$ cat src/rtl/icache.sv
// icache: direct-mapped, read-only instruction cache with 64-bit lines,
// sitting between the fetch stage and the tagged main-memory bus.
//
// Ports
//   clk, reset            rising-edge clock, synchronous active-high reset
//   Imem2proc_response    nonzero = BUS_LOAD accepted, value is its tag
//   Imem2proc_data/tag    reply data and its tag (tag 0 = no reply)
//   proc2Icache_addr      fetch address
//   read_valid            fetch requests a read this cycle
//   Icache_valid_out      Icache_data_out holds the line for the fetch address
//   Icache_data_out       line data, 0 when Icache_valid_out = 0
//   proc2Imem_command     0 = BUS_NONE, 1 = BUS_LOAD (BUS_STORE = 2 is never driven)
//   proc2Imem_addr        line-aligned fetch address
//   hit_count, miss_count saturating performance counters, present only
//                         when ICACHE_PERF_CNT_EN is defined
//
// Handshake: in IDLE a miss drives BUS_LOAD every cycle until the memory
// answers with a nonzero response; that response is the tag the matching
// reply will carry on Imem2proc_tag. One miss is outstanding at a time.
//
// The FSM state is visible as the internal signal `state` (type state_t).
module icache #(
  parameter int XLEN      = 32,
  parameter int NUM_LINES = 32
) (
  input  logic            clk,
  input  logic            reset,
  input  logic [3:0]      Imem2proc_response,
  input  logic [63:0]     Imem2proc_data,
  input  logic [3:0]      Imem2proc_tag,
  input  logic [XLEN-1:0] proc2Icache_addr,
  input  logic            read_valid,
`ifdef ICACHE_PERF_CNT_EN
  output logic [31:0]     hit_count,
  output logic [31:0]     miss_count,
`endif
  output logic            Icache_valid_out,
  output logic [1:0]      proc2Imem_command,
  output logic [XLEN-1:0] proc2Imem_addr,
  output logic [63:0]     Icache_data_out
);

  localparam int IDX_W = $clog2(NUM_LINES);
  localparam int TAG_W = XLEN - 3 - IDX_W;

  localparam logic [1:0] BUS_NONE = 2'd0;
  localparam logic [1:0] BUS_LOAD = 2'd1;

  typedef enum logic {S_IDLE = 1'b0, S_WAIT = 1'b1} state_t;

  state_t state, state_next;

  logic [NUM_LINES-1:0] valid_q;
  logic [TAG_W-1:0]     tag_q  [NUM_LINES];
  logic [63:0]          data_q [NUM_LINES];

  logic [3:0]       mem_tag;
  logic [IDX_W-1:0] miss_idx;
  logic [TAG_W-1:0] miss_tag;

  logic [IDX_W-1:0] fetch_idx;
  logic [TAG_W-1:0] fetch_tag;
  logic             hit, issue, accept, fill, abandon;

  assign fetch_idx = proc2Icache_addr[3 +: IDX_W];
  assign fetch_tag = proc2Icache_addr[XLEN-1 -: TAG_W];

  assign hit    = read_valid & valid_q[fetch_idx] & (tag_q[fetch_idx] == fetch_tag);
  assign issue  = (state == S_IDLE) & read_valid & ~hit & ~reset;
  assign accept = issue & (Imem2proc_response != 4'd0);
  // mem_tag == 0 means "nothing expected", so a tag-0 idle bus never fills.
  assign fill   = (state == S_WAIT) & (mem_tag != 4'd0) & (Imem2proc_tag == mem_tag);
  // Fetch moved to a different line while the miss was in flight.
  assign abandon = (state == S_WAIT) & read_valid &
                   ((fetch_idx != miss_idx) | (fetch_tag != miss_tag));

  // ---------------- FSM: state register ----------------
  always_ff @(posedge clk) begin
    if (reset) state <= S_IDLE;
    else       state <= state_next;
  end

  // ---------------- FSM: next state ----------------
  always_comb begin
    state_next = state;
    case (state)
      S_IDLE: if (accept)          state_next = S_WAIT;
      S_WAIT: if (fill | abandon)  state_next = S_IDLE;
      default:                     state_next = S_IDLE;
    endcase
  end

  // ---------------- FSM: outputs ----------------
  always_comb begin
    proc2Imem_command = issue ? BUS_LOAD : BUS_NONE;
    Icache_valid_out  = hit & ~reset;
    Icache_data_out   = Icache_valid_out ? data_q[fetch_idx] : 64'd0;
  end

  // Masking rather than slicing keeps the offset bits out of the address.
  assign proc2Imem_addr = proc2Icache_addr & ~XLEN'(7);

  // ---------------- miss bookkeeping ----------------
  always_ff @(posedge clk) begin
    if (reset) begin
      mem_tag  <= 4'd0;
      miss_idx <= '0;
      miss_tag <= '0;
    end else if (accept) begin
      mem_tag  <= Imem2proc_response;
      miss_idx <= fetch_idx;
      miss_tag <= fetch_tag;
    end else if (fill | abandon) begin
      // Clearing mem_tag makes a late reply for an abandoned miss harmless.
      mem_tag <= 4'd0;
    end
  end

  // ---------------- line storage ----------------
  always_ff @(posedge clk) begin
    if (reset)     valid_q <= '0;
    else if (fill) valid_q[miss_idx] <= 1'b1;
  end

  // Tag/data need no reset; they are qualified by valid_q.
  always_ff @(posedge clk) begin
    if (fill && !reset) begin
      tag_q[miss_idx]  <= miss_tag;
      data_q[miss_idx] <= Imem2proc_data;
    end
  end

`ifdef ICACHE_PERF_CNT_EN
  always_ff @(posedge clk) begin
    if (reset) begin
      hit_count  <= 32'd0;
      miss_count <= 32'd0;
    end else begin
      if (hit && hit_count != 32'hFFFF_FFFF)     hit_count  <= hit_count + 32'd1;
      if (accept && miss_count != 32'hFFFF_FFFF) miss_count <= miss_count + 32'd1;
    end
  end
`endif

endmodule

$ cat config.mk
export PLATFORM = sky130hd
export DESIGN_NAME = icache
export DESIGN_NICKNAME = d
export VERILOG_FILES = /design/src/rtl/icache.sv
export SDC_FILE = /design/constraint.sdc
export NUM_CORES = 2
export LEC_CHECK = 0
export ABC_AREA = 1
export BUFFER_PORTS_ARGS = -buffer_cell sky130_fd_sc_hd__buf_2
export CORE_ASPECT_RATIO = 0.75
export CORE_MARGIN = 8
export CORE_UTILIZATION = 34
export DETAILED_ROUTE_END_ITERATION = 10
export PLACE_DENSITY = 0.55
export SETUP_SLACK_MARGIN = 0.05
export SLEW_MARGIN = 15
export SYNTH_ARGS = -nofsm -noshare
export SYNTH_HDL_FRONTEND = slang
export SYNTH_SLANG_ARGS = --single-unit
$ cat constraint.sdc
create_clock -name clk -period 6.6 [get_ports clk]
set_input_delay 0.99 -clock clk [delete_from_list [all_inputs] [get_ports clk]]
set_output_delay 0.99 -clock clk [all_outputs]
set_load 0.1 [all_outputs]
---- Word level (Yosys, flattened, before mapping) ----
Memories as Yosys holds them, arrays and structs flattened.
Cells that the tools add are included.
storage, ports and cells
  bits in registers ....................... 66
  RAM bits ................................ 2816
  bits of input ports ..................... 107
  output and inout bits ................... 99
  word-level logic and storage cells ...... 50
  memories kept ........................... 2
operators by class
  magnitude comparators ................... 3
  equality and inequality tests ........... 4
  muxes and demuxes ....................... 13
  bitwise operators ....................... 17
  reduce and logical (&&, ||, !) cells .... 6
memories
  memory  depth  width  rd ports  clocked after memory_dff  wr ports  RTL line  source
  data_q  32     64     1         0                         1         55        logic [63:0] data_q [NUM_LINES];
  tag_q   32     24     1         0                         1         54        logic [TAG_W-1:0] tag_q [NUM_LINES];
operators with widths
  kind                                                         count
  2-to-1 mux 64 bit                                            1
  bitwise OR 32 bit                                            1
  == test 24 bit                                               1
  != test 24 bit                                               1
  less-than comparator 5 x 6 -> 1 bit (second input constant)  2
  bitwise AND 1 bit                                            11
  2-to-1 mux 4 bit                                             2
  nonzero test 4 bit                                           2
  2-to-1 mux 1 bit                                             7
  binary-select mux 1 bit (select 5 bit)                       1
  demux 1 bit (select 5 bit)                                   1
  >= comparator 5 x 1 -> 1 bit (second input constant)         1
  != test 5 bit                                                1
  == test 4 bit                                                1
  inverter 1 bit                                               3
  logical AND 1 bit                                            2
  bitwise OR 1 bit                                             2
  one-hot mux 1 bit (2 select lines)                           1
  nonzero test 2 bit                                           1
  zero test 1 bit                                              1

---- Longest topological paths before layout ----
  depth after elaboration ................. 10
  depth in mapped cells ................... 23
  gate-level depth less buffers ........... 19

---- Worst setup path after synthesis ----
No wires, ideal clock.
  path kind ............................... in2reg
  start ................................... input Imem2proc_tag[1]
  end ..................................... memory data_q[28][0] (enable)
  setup time .............................. 0.536 ns
  arrival ................................. 5.657 ns
  data required time ...................... 6.064 ns
  setup slack ............................. 0.408 ns
  stages .................................. 6
  path buffers ............................ 0
  cell sequence ........................... xor2_1 -> nor3b_1 -> nand3_1 -> nor3_1 -> nand3_1 -> nor2_1
between the ends
  word-level cells in the longest chain between the ends .. 5
ends and longest elaborated chain
  item                                    RTL line  source
  start: declaration                      30        input logic [3:0] Imem2proc_tag,
  == test 4 bit                           72        assign fill = (state == S_WAIT) & (mem_tag != 4'd0) & (Imem2proc_tag == mem_tag);
  bitwise AND 1 bit                       72
  logical AND 1 bit                       127       if (fill && !reset) begin
  2-to-1 mux 1 bit                        127
  2-to-1 mux 1 bit (implied by the code)  129       data_q[miss_idx] <= Imem2proc_data;
  end: declaration                        55
Every way passes these cells.

---- Worst setup path after layout ----
  start ................................... input proc2Icache_addr[3]
  end ..................................... output Icache_data_out[63]
between the ends
  word-level cells in the longest chain between the ends .. 6
  elaborated cells between the ends (all ways) .. 9
  those cells by class .................... 1 x eq/ne; 3 x mux; 3 x bitwise; 2 x memory
ends and longest elaborated chain
  item                                                               RTL line  source
  start: declaration                                                 31        input logic [XLEN-1:0] proc2Icache_addr,
  branches (longest 5 deep; another with memory read (32 x 24 bit))  --
  2-to-1 mux 64 bit (*)                                              97        Icache_data_out = Icache_valid_out ? data_q[fetch_idx] : 64'd0;
  end: declaration                                                   40        output logic [63:0] Icache_data_out
Mark *: on every way between the ends. The select of a mux whose other input is x is not followed.

==> impl_metrics.csv <==
group,metric,value,unit
outcome,status,"complete, no violations",
sta,period_needed,6180,ps
sta,clock.fmax,162,MHz
placement,placed_cell_area,122000,um2
critical_path,crit_top_cell,"nand3_1",
clocking,clock_tree.root_cell,"clkbuf_16",
sta,hold_violations,0,
yosys,synth.area.top_cells,"edfxtp_1 74%, nand2_1 8.7%, a21oi_1 4.4%",
clocking,cts_max_level,5,
worst_hold_path,hold_class,"input port to flop",
cells_and_area,final_nets,9162,
yosys,synth-seq-cells,2882,
yosys,synth_area,115000,um2
critical_path,crit_chain,"buf_8, inv_8, buf_12, buf_12, nand2_1, nand3_1, nand3_1, nand3_1, nand3_1, nand3_1, nand2_1, nor4_1, nand3_1, nand3b_4, buf_12, nor2_1, buf_12",
yosys,ys_async_sr_fraction,0,%
yosys,yosys_warnings,0,
sta,skew,38.3,ps
die,start_util,34.1,%
die,core,338000,um2
job,maxCapViolCount,0,
cells_and_area,area_delta_synth_final,14.5,%
die,design.die.area,357000,um2
clocking,cts.path.max_buffers,4,
critical_path,startpoint,"proc2Icache_addr[3]",
power_and_ir_drop,power_density,295,nW/um2
cells_and_area,drive_gt1_share,9.80,%
placement,pre_cts_slack,452,ps
yosys,postSynthCellCount,9015,
sta,worst_slew_pin_slew,1260,ps
critical_path,cp-start-kind,"input port",
yosys,synth-main-ff-cell,"edfxtp_1",
critical_path,required,5610,ps
cells_and_area,final_common_cell,"edfxtp_1",
route,vias,75600,
critical_path,r2r-end,"data_q[30][22]$_DFFE_PP_",
yosys,syn_avg_cell_area,12.8,um2
route,vias_per_cell,5.49,
worst_hold_path,hold_path_depth,3,
yosys,synth.distinct_cells,45,
global_route,first_global_vias,71900,
route,firstDrtPassIters,6,
sta,fin_crit_sh,93.6,%
sta,max_slew_margin,15.3,%
route,drc_errors,0,
route,drt_iter0_markers,9059,
placement,dp_hpwl,171000,um
placement,gp_congestion,0.829,
cells_and_area,fin_area,132000,um2
global_route,grt_first_pass_wirelength,512000,um
clocking,cts_buffers,298,
critical_path,r2r_slack,2590,ps
critical_path,ff2ff_path_depth,7,
global_route,grt_max_degree,167,
clocking,cts_setup_buffers,0,
critical_path,cp-endpoint,"Icache_data_out[63]",
clocking,ctsResizeCount,0,
route,drtAntennaViolNets,0,
yosys,yosysTopAreaCell,"edfxtp_1",
route,wl,357000,um
sta,tns,0,ps
sta,setup_viol,0,
critical_path,crit_arrival,5190,ps
sta,setup_ws,421,ps
critical_path,crit_buf_inv,6,
yosys,seq_area_frac_synth,74.7,%
yosys,netlist.area_leader.share,73.5,%
clocking,cts_num_sinks,2882,
global_route,antenna_found_initial,24,
global_route,gr-total-overflow,0,
yosys,synth_edf_count,2816,
critical_path,crit_type,"input port to primary output",
placement,port_buffers,198,
die,die_h,520,um
route,drt-wirelength-per-cell,25.9,um
critical_path,reg2reg_from,"mem_tag[1]$_SDFFE_PP0P_",
critical_path,critPathMaxFanout,64,
clocking,cts_tree,"done",
die,pin_count,206,
critical_path,cpMaxStageDelayCell,"nand3b_4",
critical_path,crit_path_max_incr_delay,600,ps
clocking,cts_hold_buf,0,
sta,drv_slew,0,
power_and_ir_drop,power.leakage,44.8,nW
global_route,grtUsageTotal,19.2,%
clocking,clk-insertion-delay-late,870,ps
clocking,clk_pin_slew_worst_paths,50,ps
sta,rsz0062_at_grt,"false",
die,die_w,688,um
critical_path,critPathTopFamily,"simple AND/OR/NAND/NOR gates",
critical_path,path_depth,17,
critical_path,crit_path_end_kind,"primary output",
die,num_rows,185,
cells_and_area,layout_common_cells,"2,816 x edfxtp_1, 2,652 x nand2_1, 1,019 x a21oi_1, 732 x nand3_1, 310 x clkbuf_16",
power_and_ir_drop,max-vdd-ir-drop,0.208,mV
-- layout make-up --
type,instances,area [um2]
timing repair buffer,408,4380
tap,4488,5620
sequential,2882,85900
clock inverter,159,1380
clock buffer,367,8000
fill,31300,206000
multi-input combinational,5397,26100
antenna,6,15.0
inverter,68,290
-- cell families (layout without fill, tap and decap cells) --
logic type,after synthesis,after routing,share of synthesized area (%)
xor+xnor,16,16,0.122
compound gates,1752,1752,9.53
buf+inv,739,1002,2.85
simple gates,3625,3625,12.8
other cells,1,10,0.00326
flops,2882,2882,74.7
-- synth_stat cells, types with 3 or more instances --
cell,n
a211oi_1,7
a21oi_1,1019
a221o_1,94
a221oi_1,45
a22oi_1,128
a31oi_1,65
a32o_1,32
a32oi_1,7
buf_1,96
buf_2,139
buf_4,64
buf_6,12
clkbuf_1,360
dfxtp_1,66
edfxtp_1,2816
inv_1,64
inv_2,4
nand2_1,2652
nand3_1,732
nand3b_1,7
nand4_1,8
nor2_1,147
nor2_2,50
nor3_1,17
nor4_1,5
o2111ai_1,3
o211a_1,33
o211ai_1,33
o21ai_0,80
o22ai_1,17
o311a_1,5
o311ai_0,142
o31ai_1,40
xnor2_1,11
xor2_1,5
-- power breakdown --
part / total (mW) / internal, mW / switching (mW)
combinational: 2.19 / 0.561 / 1.63
clock: 16.5 / 9.51 / 6.97
sequential: 20.2 / 20.1 / 0.0940
-- state kept, by name (all words and copies together), names as in the netlist --
| signal | count |
|---|---|
| miss_idx | 5 |
| tag_q | 768 |
| miss_tag | 24 |
| data_q | 2048 |
| valid_q | 32 |
| mem_tag | 4 |
| state | 1 |
-- worst min-delay path by stage --
stage | startpoint | endpoint | slack [ps]
after floorplan | valid_q[0]$_SDFFE_PP0P_ | valid_q[0]$_SDFFE_PP0P_ | 420
after global placement | valid_q[10]$_SDFFE_PP0P_ | valid_q[10]$_SDFFE_PP0P_ | 430
after detailed placement | valid_q[12]$_SDFFE_PP0P_ | valid_q[12]$_SDFFE_PP0P_ | 440
after CTS | Imem2proc_response[2] | mem_tag[2]$_SDFFE_PP0P_ | 330
after global routing | Imem2proc_response[2] | mem_tag[2]$_SDFFE_PP0P_ | 360
final | Imem2proc_response[2] | mem_tag[2]$_SDFFE_PP0P_ | 400
-- per-stage QoR --
stage	utilization (%)	power, mW	std cells	hold WS, ps
6_report	39.0	38.9	13800	399
5_1_grt	39.0	40.0	13800	365
2_1_floorplan	-	21.9	9018	423
3_3_place_gp	36.2	22.7	13200	434
4_1_cts	39.0	39.1	13800	331
3_5_place_dp	36.2	22.8	13200	443
-- per-layer routing --
metal	global-route usage, %	vias up	part of all wire, %
met5	0	-	0.0020
met4	5.35	2	2.8
met3	2.59	613	7.3
met2	31.2	3271	47
met1	26.9	38500	43
li1	-	33200	-
-- tightest hold or removal path: stages --
cell and delay [ps]:
buf_2 100, nand2_1 50, a21oi_1 60
Note: power is estimated with default switching activity, not from simulation.
